$ cat config.mk
export PLATFORM = sky130hd
export DESIGN_NAME = uart_tx_fifo
export DESIGN_NICKNAME = d
export VERILOG_FILES = /design/src/rtl/uart_tx_fifo.sv
export SDC_FILE = /design/constraint.sdc
export NUM_CORES = 1
export LEC_CHECK = 0
export ABC_AREA = 0
export BUFFER_PORTS_ARGS = -buffer_cell sky130_fd_sc_hd__buf_2
export CORE_MARGIN = 2
export CORE_UTILIZATION = 35
export DETAILED_ROUTE_END_ITERATION = 12
export GPL_ROUTABILITY_DRIVEN = 1
export PLACE_DENSITY = 0.6
export SYNTH_ARGS = -nofsm -noshare
export SYNTH_HDL_FRONTEND = slang
export SYNTH_SLANG_ARGS = --single-unit
$ cat constraint.sdc
create_clock -name clk -period 4 [get_ports clk]
set_clock_uncertainty 0.1 [all_clocks]
set_input_delay 0 -clock clk [delete_from_list [all_inputs] [get_ports clk]]
set_output_delay 0 -clock clk [all_outputs]
set_load 0.02 [all_outputs]
$ cat src/rtl/uart_tx_fifo.sv
// UART transmitter with an internal write FIFO: start bit, LSB-first data, optional parity, one stop bit.
// Bytes are pushed through a write strobe and leave on tx at BAUD_DIV clocks per bit.
module uart_tx_fifo #(
  parameter int BAUD_DIV  = 868,
  parameter int DATA_BITS = 8,
  parameter int FIFO_AW   = 4,
  parameter int PARITY    = 0
) (
  input  logic                 clk,
  input  logic                 rst_n,
  input  logic                 wr_en,
  input  logic [DATA_BITS-1:0] wr_data,
  output logic                 full,
  output logic                 empty,
  output logic                 busy,
  output logic                 overflow,
  output logic                 tx
);

  localparam int DEPTH = 1 << FIFO_AW;
  localparam int CNTW  = FIFO_AW + 1;
  localparam int CW    = (BAUD_DIV > 1) ? $clog2(BAUD_DIV) : 1;
  localparam logic [CW-1:0]   RELOAD   = CW'(BAUD_DIV - 1);
  localparam logic [CW-1:0]   CNT_ZERO = CW'(0);
  localparam logic [2:0]      LAST_BIT = 3'(DATA_BITS - 1);
  localparam logic [CNTW-1:0] CNT_FULL = CNTW'(DEPTH);
  localparam logic [CNTW-1:0] CNT_NONE = CNTW'(0);

  typedef enum logic [2:0] {
    S_IDLE  = 3'd0,
    S_START = 3'd1,
    S_DATA  = 3'd2,
    S_PAR   = 3'd3,
    S_STOP  = 3'd4
  } state_t;

  logic [DATA_BITS-1:0] mem_r [DEPTH];
  logic [FIFO_AW-1:0]   wr_ptr_r;
  logic [FIFO_AW-1:0]   rd_ptr_r;
  logic [CNTW-1:0]      count_r;
  logic [CNTW-1:0]      count_next_s;
  logic                 full_r;
  logic                 empty_r;
  logic                 overflow_r;
  logic                 push_s;
  logic                 pop_s;

  state_t               state_r;
  logic [CW-1:0]        baud_r;
  logic [2:0]           bit_idx_r;
  logic [DATA_BITS-1:0] shift_r;
  logic                 par_r;
  logic                 tx_r;

  // Line value of the parity bit given the XOR of the data bits.
  function automatic logic parity_bit(input logic data_xor);
    if (PARITY == 2) begin
      return ~data_xor;
    end else begin
      return data_xor;
    end
  endfunction

  // Push/pop qualification and next FIFO occupancy.
  always_comb begin
    push_s = wr_en & ~full_r;
    if (!empty_r && ((state_r == S_IDLE) || ((state_r == S_STOP) && (baud_r == CNT_ZERO)))) begin
      pop_s = 1'b1;
    end else begin
      pop_s = 1'b0;
    end
    case ({push_s, pop_s})
      2'b10:   count_next_s = count_r + CNTW'(1);
      2'b01:   count_next_s = count_r - CNTW'(1);
      default: count_next_s = count_r;
    endcase
  end

  // FIFO storage; contents need no reset since the count guards every read.
  always_ff @(posedge clk) begin
    if (push_s) begin
      mem_r[wr_ptr_r] <= wr_data;
    end
  end

  // FIFO pointers, occupancy flags and sticky overflow.
  always_ff @(posedge clk or negedge rst_n) begin
    if (!rst_n) begin
      wr_ptr_r   <= '0;
      rd_ptr_r   <= '0;
      count_r    <= CNT_NONE;
      full_r     <= 1'b0;
      empty_r    <= 1'b1;
      overflow_r <= 1'b0;
    end else begin
      if (push_s) begin
        wr_ptr_r <= wr_ptr_r + FIFO_AW'(1);
      end
      if (pop_s) begin
        rd_ptr_r <= rd_ptr_r + FIFO_AW'(1);
      end
      count_r <= count_next_s;
      full_r  <= (count_next_s == CNT_FULL);
      // empty follows the committed count, so a fresh byte is popped two edges after its write
      empty_r <= (count_r == CNT_NONE);
      if (wr_en && full_r) begin
        overflow_r <= 1'b1;
      end
    end
  end

  // Frame sequencer: every bit is held for BAUD_DIV cycles, tx is driven from a flop.
  always_ff @(posedge clk or negedge rst_n) begin
    if (!rst_n) begin
      state_r   <= S_IDLE;
      baud_r    <= CNT_ZERO;
      bit_idx_r <= 3'd0;
      shift_r   <= '0;
      par_r     <= 1'b0;
      tx_r      <= 1'b1;
    end else begin
      case (state_r)
        S_IDLE: begin
          tx_r <= 1'b1;
          if (pop_s) begin
            shift_r <= mem_r[rd_ptr_r];
            baud_r  <= RELOAD;
            par_r   <= 1'b0;
            tx_r    <= 1'b0;
            state_r <= S_START;
          end
        end
        S_START: begin
          if (baud_r == CNT_ZERO) begin
            baud_r    <= RELOAD;
            bit_idx_r <= 3'd0;
            tx_r      <= shift_r[0];
            state_r   <= S_DATA;
          end else begin
            baud_r <= baud_r - CW'(1);
          end
        end
        S_DATA: begin
          if (baud_r == CNT_ZERO) begin
            baud_r  <= RELOAD;
            shift_r <= shift_r >> 1;
            par_r   <= par_r ^ shift_r[0];
            if (bit_idx_r == LAST_BIT) begin
              if (PARITY != 0) begin
                tx_r    <= parity_bit(par_r ^ shift_r[0]);
                state_r <= S_PAR;
              end else begin
                tx_r    <= 1'b1;
                state_r <= S_STOP;
              end
            end else begin
              bit_idx_r <= bit_idx_r + 3'd1;
              tx_r      <= shift_r[1];
            end
          end else begin
            baud_r <= baud_r - CW'(1);
          end
        end
        S_PAR: begin
          if (baud_r == CNT_ZERO) begin
            baud_r  <= RELOAD;
            tx_r    <= 1'b1;
            state_r <= S_STOP;
          end else begin
            baud_r <= baud_r - CW'(1);
          end
        end
        S_STOP: begin
          if (baud_r == CNT_ZERO) begin
            // a queued byte starts immediately, no idle bit between frames
            if (pop_s) begin
              shift_r <= mem_r[rd_ptr_r];
              baud_r  <= RELOAD;
              par_r   <= 1'b0;
              tx_r    <= 1'b0;
              state_r <= S_START;
            end else begin
              tx_r    <= 1'b1;
              state_r <= S_IDLE;
            end
          end else begin
            baud_r <= baud_r - CW'(1);
          end
        end
        default: begin
          tx_r    <= 1'b1;
          baud_r  <= CNT_ZERO;
          state_r <= S_IDLE;
        end
      endcase
    end
  end

  assign full     = full_r;
  assign empty    = empty_r;
  assign overflow = overflow_r;
  assign busy     = (state_r != S_IDLE) | ~empty_r;
  assign tx       = tx_r;

endmodule

# Yosys cells after proc, flatten, opt, wreduce, memory -nomap -nowiden
# Memories as Yosys holds them, arrays and structs flattened.
# Cells that the tools add are included.
# classes
n_mux	31
reduce_logical	16
n_bitwise	4
addsub	6
n_eq_ne	15
# op_table
operator	n
10-bit 2-to-1 mux	3
10-bit case mux with 3 select lines	1
3-bit 2-to-1 mux	9
8-bit 2-to-1 mux	3
8-bit case mux with 3 select lines	1
3-bit case mux with 5 select lines	1
2-bit inequality test, second input constant	6
10-bit zero test	1
1-bit 2-to-1 mux	10
5-bit case mux with 2 select lines	1
10-bit by 1-bit subtractor with 10-bit output, second input constant	1
4-bit by 1-bit adder with 4-bit output, second input constant	2
4-bit AND reduction	2
3-bit by 2-bit equality test with 1-bit output, second input constant	2
3-bit equality test, second input constant	2
3-bit case mux with 2 select lines	1
6-bit AND reduction	1
3-bit nonzero test	2
5-bit by 1-bit adder with 5-bit output, second input constant	1
5-bit equality test, second input constant	1
5-bit zero test	1
1-bit case mux with 5 select lines	1
5-bit by 1-bit subtractor with 5-bit output, second input constant	1
3-bit by 1-bit adder with 3-bit output, second input constant	1
14 further kinds	17
# totals
elab_cells	84
ramBits	128
in_bits	11
out_inout_bits	5
memories	1
ff_bits	41
# memory_table
name	words	width	rd	rd_ports_with_merged_regs	write_ports	line	text
mem_r	16	8	1	0	1	37	logic [DATA_BITS-1:0] mem_r [DEPTH];

# Depth between registers and ports, before layout
# Gate-level depths: netlist (run 1).
# depth
depth_word	8
mapped_depth	13

# Worst setup path before layout (run 1)
# Ideal clock, no wire load.
# synth_timing
kind	register to register
start	register baud_r[0]
end	register full_r (netlist: full)
stages_incl_launch_ff	14
t_required_ns	3.800
slack_ns	0.701
setup_time_ns	0.100
n_path_buf	0
t_arrival_ns	3.098
synth_period_minus_slack_ns	3.299
path_cell_list	dfrtp_1 -> inv_1 -> ha_1 -> nor3b_1 -> nand4_2 -> a211oi_4 -> ha_1 -> xor2_1 -> ha_1 -> nor2b_1 -> o32a_1 -> a31oi_1 -> xor2_1 -> nor4bb_1
# synth_via
elab_chain_len	8
word_cells_on_any_way	9
cone_classes	eq/ne (3); mux (2); reduce/logical (4)
# synth_lines
element	line	text
start, declared	49	logic [CW-1:0] baud_r;
start signal, assigned	140	baud_r <= baud_r - CW'(1);
start signal, assigned	161	baud_r <= baud_r - CW'(1);
start signal, assigned	170	baud_r <= baud_r - CW'(1);
10-bit zero test *	67	if (!empty_r && ((state_r == S_IDLE) || ((state_r == S_STOP) && (baud_r == CNT_ZERO)))) begin
1-bit logical AND *	67	
1-bit logical OR *	67	
1-bit logical AND *	67	
1-bit 2-to-1 mux *	67	
via pop_s	46	logic pop_s;
2-bit by 1-bit equality test with 1-bit output or 2-bit equality test (tied branches)	72	case ({push_s, pop_s})
5-bit case mux with 2 select lines *	72	
via count_next_s[4]	41	logic [CNTW-1:0] count_next_s;
5-bit equality test *	103	full_r <= (count_next_s == CNT_FULL);
end signal, assigned	103	
end, declared	42	logic full_r;
# The timed path passes the listed nets; every way through them passes the cells marked *.
# A chain may end at the register's enable or synchronous reset.

# Worst setup path after layout (run 1)
# Same ends and word-level chain as after synthesis.

==> impl_metrics.json, run 1 <==
{
  "grt_max_degree": 42,
  "synth-edff-count": 128,
  "fin_crit_sh_pct": 92.06,
  "cts.hold.buffers_added": 10,
  "hpwl_um": 8824,
  "clockBufferDepth": 2,
  "wire_per_inst_um": 17.86,
  "netSwitchingPower_mw": 1.069,
  "swShare_pct": 25.50,
  "critPathMostFrequentCell": "ha_1",
  "end_kind": "flop",
  "critPathMaxStageDelay_ns": 0.44,
  "synth_cells": 449,
  "syn_nets": 472,
  "post_synth.cell_area_avg_um2": 15.79,
  "io_buffers": 15,
  "rows": 52,
  "final_cell_mix": "edfxtp_1 (128), dfrtp_1 (37), nor2_1 (35)",
  "fin_cells": 762,
  "gr-total-overflow": 0,
  "numCtsBuffers": 17,
  "crit_arrival_ns": 3.89,
  "worst-path-buf-inv": 1,
  "routedLengthMet1_um": 6052,
  "layout-drive-gt1-share_pct": 20.12,
  "fmax_ghz": 0.2716,
  "die_width_um": 146.3,
  "cap_violations": 0,
  "mostFrequentLayoutCell": "edfxtp_1",
  "cp_data_required_time_ns": 4.21,
  "peakVddDrop_uv": 351.2,
  "netlist.area_leader.share_pct": 54.20,
  "drc": 0,
  "track_usage_pct": 13.76,
  "insertion_delay_ns": 0.43,
  "cts.clk_slew.worst_paths_ns": 0.07,
  "route.met3.wl_um": 495,
  "syn_area_um2": 7092,
  "p_comb_share_pct": 10.2,
  "async_flop_share_pct": 24.26,
  "p_clk_share_pct": 37.4,
  "ant_nets": 0,
  "crit_chain": "inv_1 -> ha_1 -> nor3b_1 -> nand4_2 -> a211oi_4 -> ha_1 -> xor2_1 -> ha_1 -> nor2b_1 -> o32a_1 -> a31oi_1 -> xor2_1 -> nor4bb_1",
  "dr_wl_met2_um": 6955,
  "htreeDepth": 4,
  "status": "finished clean",
  "insertedDiodeCount": 0,
  "hold_violations": 0,
  "antenna_found_initial": 0,
  "post_cts_buffers": 0,
  "layout.nets": 503,
  "grt_first_pass_wirelength_um": 22330,
  "yosysSeqAreaShare_pct": 68.70,
  "ys_top_cells_by_area": "edfxtp_1 (54%), dfrtp_1 (14%), mux4_2 (10%)",
  "rsz0062_at_grt": "no",
  "die_area_um2": 21420,
  "synth_cell_type_count": 48,
  "drv_slew": 0,
  "place_inst": 721,
  "critical-path-top-delay-family": "simple AND/OR/NAND/NOR gates",
  "ctsResizeCount": 0,
  "start_util_pct": 35.39,
  "hold_class": "input port to asynchronous set/reset pin",
  "p_seq_share_pct": 52.3,
  "place_area_um2": 7482,
  "syn_to_final_growth_pct": 14.93,
  "cpMaxStageDelayCell": "nor3b_1",
  "cts.sinks": 169,
  "path_class": "flop to flop",
  "routed_wl_um": 13610,
  "via_per_inst": 5.109,
  "postLayoutCellArea_um2": 8150,
  "p_int_mw": 3.123,
  "synth_seq_cells": 169,
  "power_mw": 4.192,
  "fin_tns_setup_ns": 0,
  "drtPass1Iterations": 5,
  "crit_fanout": 6,
  "synth_top_area_cell": "edfxtp_1",
  "p_leak_nw": 2.806,
  "power_density_nw_per_um2": 514.4,
  "cts-root-buf": "clkbuf_16",
  "start_kind": "flop",
  "highest_layer": "met4",
  "relSlewSlack_pct": 35.05,
  "setup_viol": 0,
  "first_iter_violations": 367,
  "gp_congestion": 0.8078,
  "ys.flop_type": "edfxtp_1",
  "coreArea_um2": 20040,
  "layout_min_cycle_time_ns": 3.682,
  "yosysWarnings": 0,
  "tightest_slew_ns": 0.9707,
  "tritoncts": "yes",
  "fp.dieH_um": 146.3,
  "ios": 16,
  "final_util_pct": 40.67,
  "num_vias": 3893,
  "grt_pass1_vias": 4055
}
through the flow:
| step | hold WS, ns | worst slack [ns] |
|---|---|---|
| floorplan | -0.3956 | 0.7014 |
| global placement | 0.1103 | 0.6328 |
| detailed placement | 0.1164 | 0.4221 |
| CTS | 0.2064 | 0.3522 |
| global route | 0.2448 | 0.01918 |
| finish | 0.1704 | 0.3177 |
registers in the layout (all words and copies together), names as in the netlist:
name / cells
empty: 1
shift_r: 8
baud_r: 10
wr_ptr_r: 4
mem_r: 128
count_r: 5
rd_ptr_r: 4
full: 1
tx: 1
bit_idx_r: 3
state_r: 3
overflow: 1
cells in the mapped netlist, types with 6 or more instances:
| cell | n |
|---|---|
| a22oi_1 | 17 |
| nand2b_1 | 7 |
| o21ai_0 | 9 |
| dfrtp_1 | 39 |
| mux4_2 | 32 |
| ha_1 | 12 |
| xnor2_1 | 8 |
| nor3_1 | 14 |
| nor2_1 | 35 |
| nand3_1 | 6 |
| nand2_1 | 19 |
| edfxtp_1 | 128 |
| clkbuf_1 | 12 |
| xor2_1 | 7 |
| a21oi_1 | 33 |
| inv_1 | 10 |
| buf_2 | 7 |
area by class of cell:
type                            count  area, µm²
Tap cell                          270      337.8
Fill cell                        1868      11890
Timing Repair Buffer               34      242.7
Multi-Input combinational cell    248       2090
Sequential cell                   169       4875
Clock inverter                     13      138.9
Clock buffer                       18      429.2
Inverter                           10      37.54
worst reg2reg max path, delay by kind of cell (launching register included):
| family | cells | cell delay (ns) |
|---|---|---|
| adders and majority gates | 3 | 0.68 |
| DFF | 1 | 0.42 |
| xor gates and xnor gates | 2 | 0.33 |
| buffers and inverters | 1 | 0.10 |
| AOI/OAI and AO/OA | 3 | 0.78 |
| and+or+nand+nor | 4 | 1.15 |
power groups by stage:
stage | sequential [mW] | clock (mW) | combinational [mW]
4_1_cts | 2.19 | 1.60 | 0.438
3_5_place_dp | 2.23 | 0 | 0.428
6_report | 2.19 | 1.57 | 0.428
2_1_floorplan | 2.18 | 0 | 0.304
5_1_grt | 2.21 | 1.67 | 0.477
3_3_place_gp | 2.22 | 0 | 0.408
path summary, 6_finish.rpt:
| check | slack (ns) | start | end | cells past startpoint |
|---|---|---|---|---|
| worst max-delay path | 0.32 | baud_r[0] | full | 13 |
| worst min-delay path | 0.17 | rst_n | baud_r[1] | 2 |
| worst max register to register | 0.32 | baud_r[0] | full | 13 |
| worst min register to register | 0.35 | count_r[4] | empty | 1 |
| max in group asynchronous | 2.98 | rst_n | rd_ptr_r[0] | 2 |
| min in group clk | 0.23 | wr_en | overflow | 3 |
cell families after synthesis:
group	count (synthesis)	share of synthesized area, %
xor+xnor	15	1.853
buf+inv	32	1.835
fa+ha+maj	12	2.117
simple gates	107	7.657
compound gates	78	7.075
flops	169	68.70
mux	36	10.76
per-layer routing:
metal | global-route usage (%) | vias to the layer above
met2 | 23.25 | 66
met5 | 0 | -
met4 | 5.097 | 0
li1 | - | 1802
met1 | 17.29 | 2013
met3 | 3.344 | 12
(Power assumes the default switching activity.)
==> run 2, diff against run 1 <==
Settings changed: RECOVER_POWER set to 25.
==> run 2 against run 1 <==
  * Power hardly changed
  * Register-to-register slack is essentially flat
  * Hold slack worse by 0.0012 ns
  * Sequential share of layout area is 0.074 points higher
  * Via count is 0.13% higher
  * Sequential power is essentially flat
  * First-iteration DRC count decreased by 1.9%
  * Cell area down 0.12%
  * Setup slack gained 0.0013 ns
  * Clock power is essentially flat
  * Cell count stayed put
  * Count of clock-buffer cells in the layout stayed put
  * Critical endpoint unchanged
  * Highest routed layer unchanged
==> impl_metrics.json, run 2 (synthesis gave the netlist of run 1 again) <==
{
  "status": "finished clean",
  "via_per_inst": 5.115,
  "routed_wl_um": 13630,
  "fin_ws_ns": 0.3190,
  "wire_per_inst_um": 17.88,
  "syn_to_final_growth_pct": 14.78,
  "power_mw": 4.193,
  "die_width_um": 146.3,
  "pre_cts_ws_ns": 0.4221,
  "gp_congestion": 0.8078,
  "top_register": "mem_r",
  "gr-total-overflow": 0,
  "top_regs": "mem_r: 128 flops, baud_r: 10 flops, shift_r: 8 flops",
  "cts.clk_slew.worst_paths_ns": 0.07,
  "fp.dieH_um": 146.3,
  "start_util_pct": 35.39,
  "io_buffers": 15,
  "ant_nets": 0,
  "antenna_found_initial": 0,
  "htreeDepth": 4,
  "clockBufferDepth": 2,
  "fin_tns_setup_ns": 0,
  "hpwl_um": 8824,
  "r2r_cells": 13,
  "mostFrequentLayoutCell": "edfxtp_1",
  "grt_pass1_vias": 4055,
  "fmax_ghz": 0.2717,
  "fillers": 1871,
  "crit_fanout": 6,
  "layout-drive-gt1-share_pct": 18.50,
  "grt_first_pass_wirelength_um": 22330,
  "ios": 16,
  "fin_cells": 762,
  "reg2reg_slack_ns": 0.32,
  "place_inst": 721,
  "postLayoutCellArea_um2": 8140,
  "reg2reg_to": "full",
  "num_vias": 3898,
  "insertedDiodeCount": 0,
  "tritoncts": "yes",
  "die_area_um2": 21420,
  "drv_slew": 0,
  "peakVddDrop_uv": 352.1,
  "path_class": "flop to flop",
  "cts-root-buf": "clkbuf_16",
  "cts.sinks": 169,
  "critPathMaxStageDelay_ns": 0.44,
  "fin_crit_sh_pct": 92.03,
  "numCtsBuffers": 17,
  "cap_violations": 0,
  "drc": 0,
  "start_kind": "flop",
  "cp_data_required_time_ns": 4.21,
  "layout_min_cycle_time_ns": 3.681,
  "relSlewSlack_pct": 36.97,
  "p_leak_nw": 2.784,
  "hold_violations": 0,
  "crit_chain": "inv_1 -> ha_1 -> nor3b_1 -> nand4_2 -> a211oi_4 -> ha_1 -> xor2_1 -> ha_1 -> nor2b_1 -> o32a_1 -> a31oi_1 -> xor2_1 -> nor4bb_1",
  "largest_register_ffs": 128,
  "place_area_um2": 7482,
  "setup_viol": 0,
  "post_cts_buffers": 0,
  "grt_max_degree": 42,
  "critPathMostFrequentCell": "ha_1",
  "insertion_delay_ns": 0.43,
  "cpMaxStageDelayCell": "nor3b_1",
  "layout.nets": 503,
  "rsz0062_at_grt": "no",
  "end_kind": "flop",
  "tightest_slew_ns": 0.9420,
  "final_cell_mix": "edfxtp_1 (128), dfrtp_1 (37), nor2_1 (35)",
  "drtPass1Iterations": 4,
  "crit_arrival_ns": 3.89,
  "power_density_nw_per_um2": 515.1,
  "hold_class": "input port to asynchronous set/reset pin",
  "first_iter_violations": 360,
  "coreArea_um2": 20040,
  "reg2reg_from": "baud_r[0]",
  "rows": 52,
  "track_usage_pct": 13.76
}
run 2: metal layers:
layer	global-route usage (%)	share of wire, %
met1	17.29	44
met2	23.25	51
met3	3.344	3.8
met4	5.097	1.3
met5	0	0
run 2: final cells by class:
| type | count | area [µm²] | area share [%] |
|---|---|---|---|
| sequential | 169 | 4875 | 59.88 |
| multi-input combinational | 248 | 2090 | 25.67 |
| clock buffer | 18 | 429.2 | 5.272 |
| tap | 270 | 337.8 | 4.150 |
| timing repair buffer | 34 | 232.7 | 2.859 |
| clock inverter | 13 | 138.9 | 1.706 |
| inverter | 10 | 37.54 | 0.4611 |
run 2: metrics by stage:
step / utilization [%] / hold slack (ns)
after floorplan: - / -0.3956
after global placement: 37.34 / 0.1103
after detailed placement: 37.34 / 0.1164
after CTS: 40.67 / 0.2064
after global routing: 40.62 / 0.2448
final: 40.62 / 0.1692
run 2: worst max-delay path by stage:
stage,start,to,slack (ns),cells past startpoint
6_report,baud_r[0],full,0.32,13
5_1_grt,baud_r[0],full,0.02,13
4_1_cts,baud_r[0],full,0.35,13
3_5_place_dp,baud_r[0],full,0.42,13
3_3_place_gp,baud_r[0],full,0.63,13
2_1_floorplan,baud_r[0],full,0.70,13
run 2: what timing repair did:
action                                 4_1_cts  5_1_grt
endpoints found under the hold margin      170        0
resized for setup                            0        0
hold buffers                                10        0
run 2: worst max-delay path, delay by kind of cell, from the launching register on:
kind	cells	cell delay (ns)
XOR/XNOR	2	0.32
AO/OA/AOI/OAI	3	0.79
buffers and inverters	1	0.10
flip-flops	1	0.42
AND/OR/NAND/NOR	4	1.16
adder cells (fa/ha/maj)	3	0.69
run 2: power by group:
part / switching [mW] / internal, mW
sequential: 0.109 / 2.08
combinational: 0.262 / 0.167
clock: 0.699 / 0.871
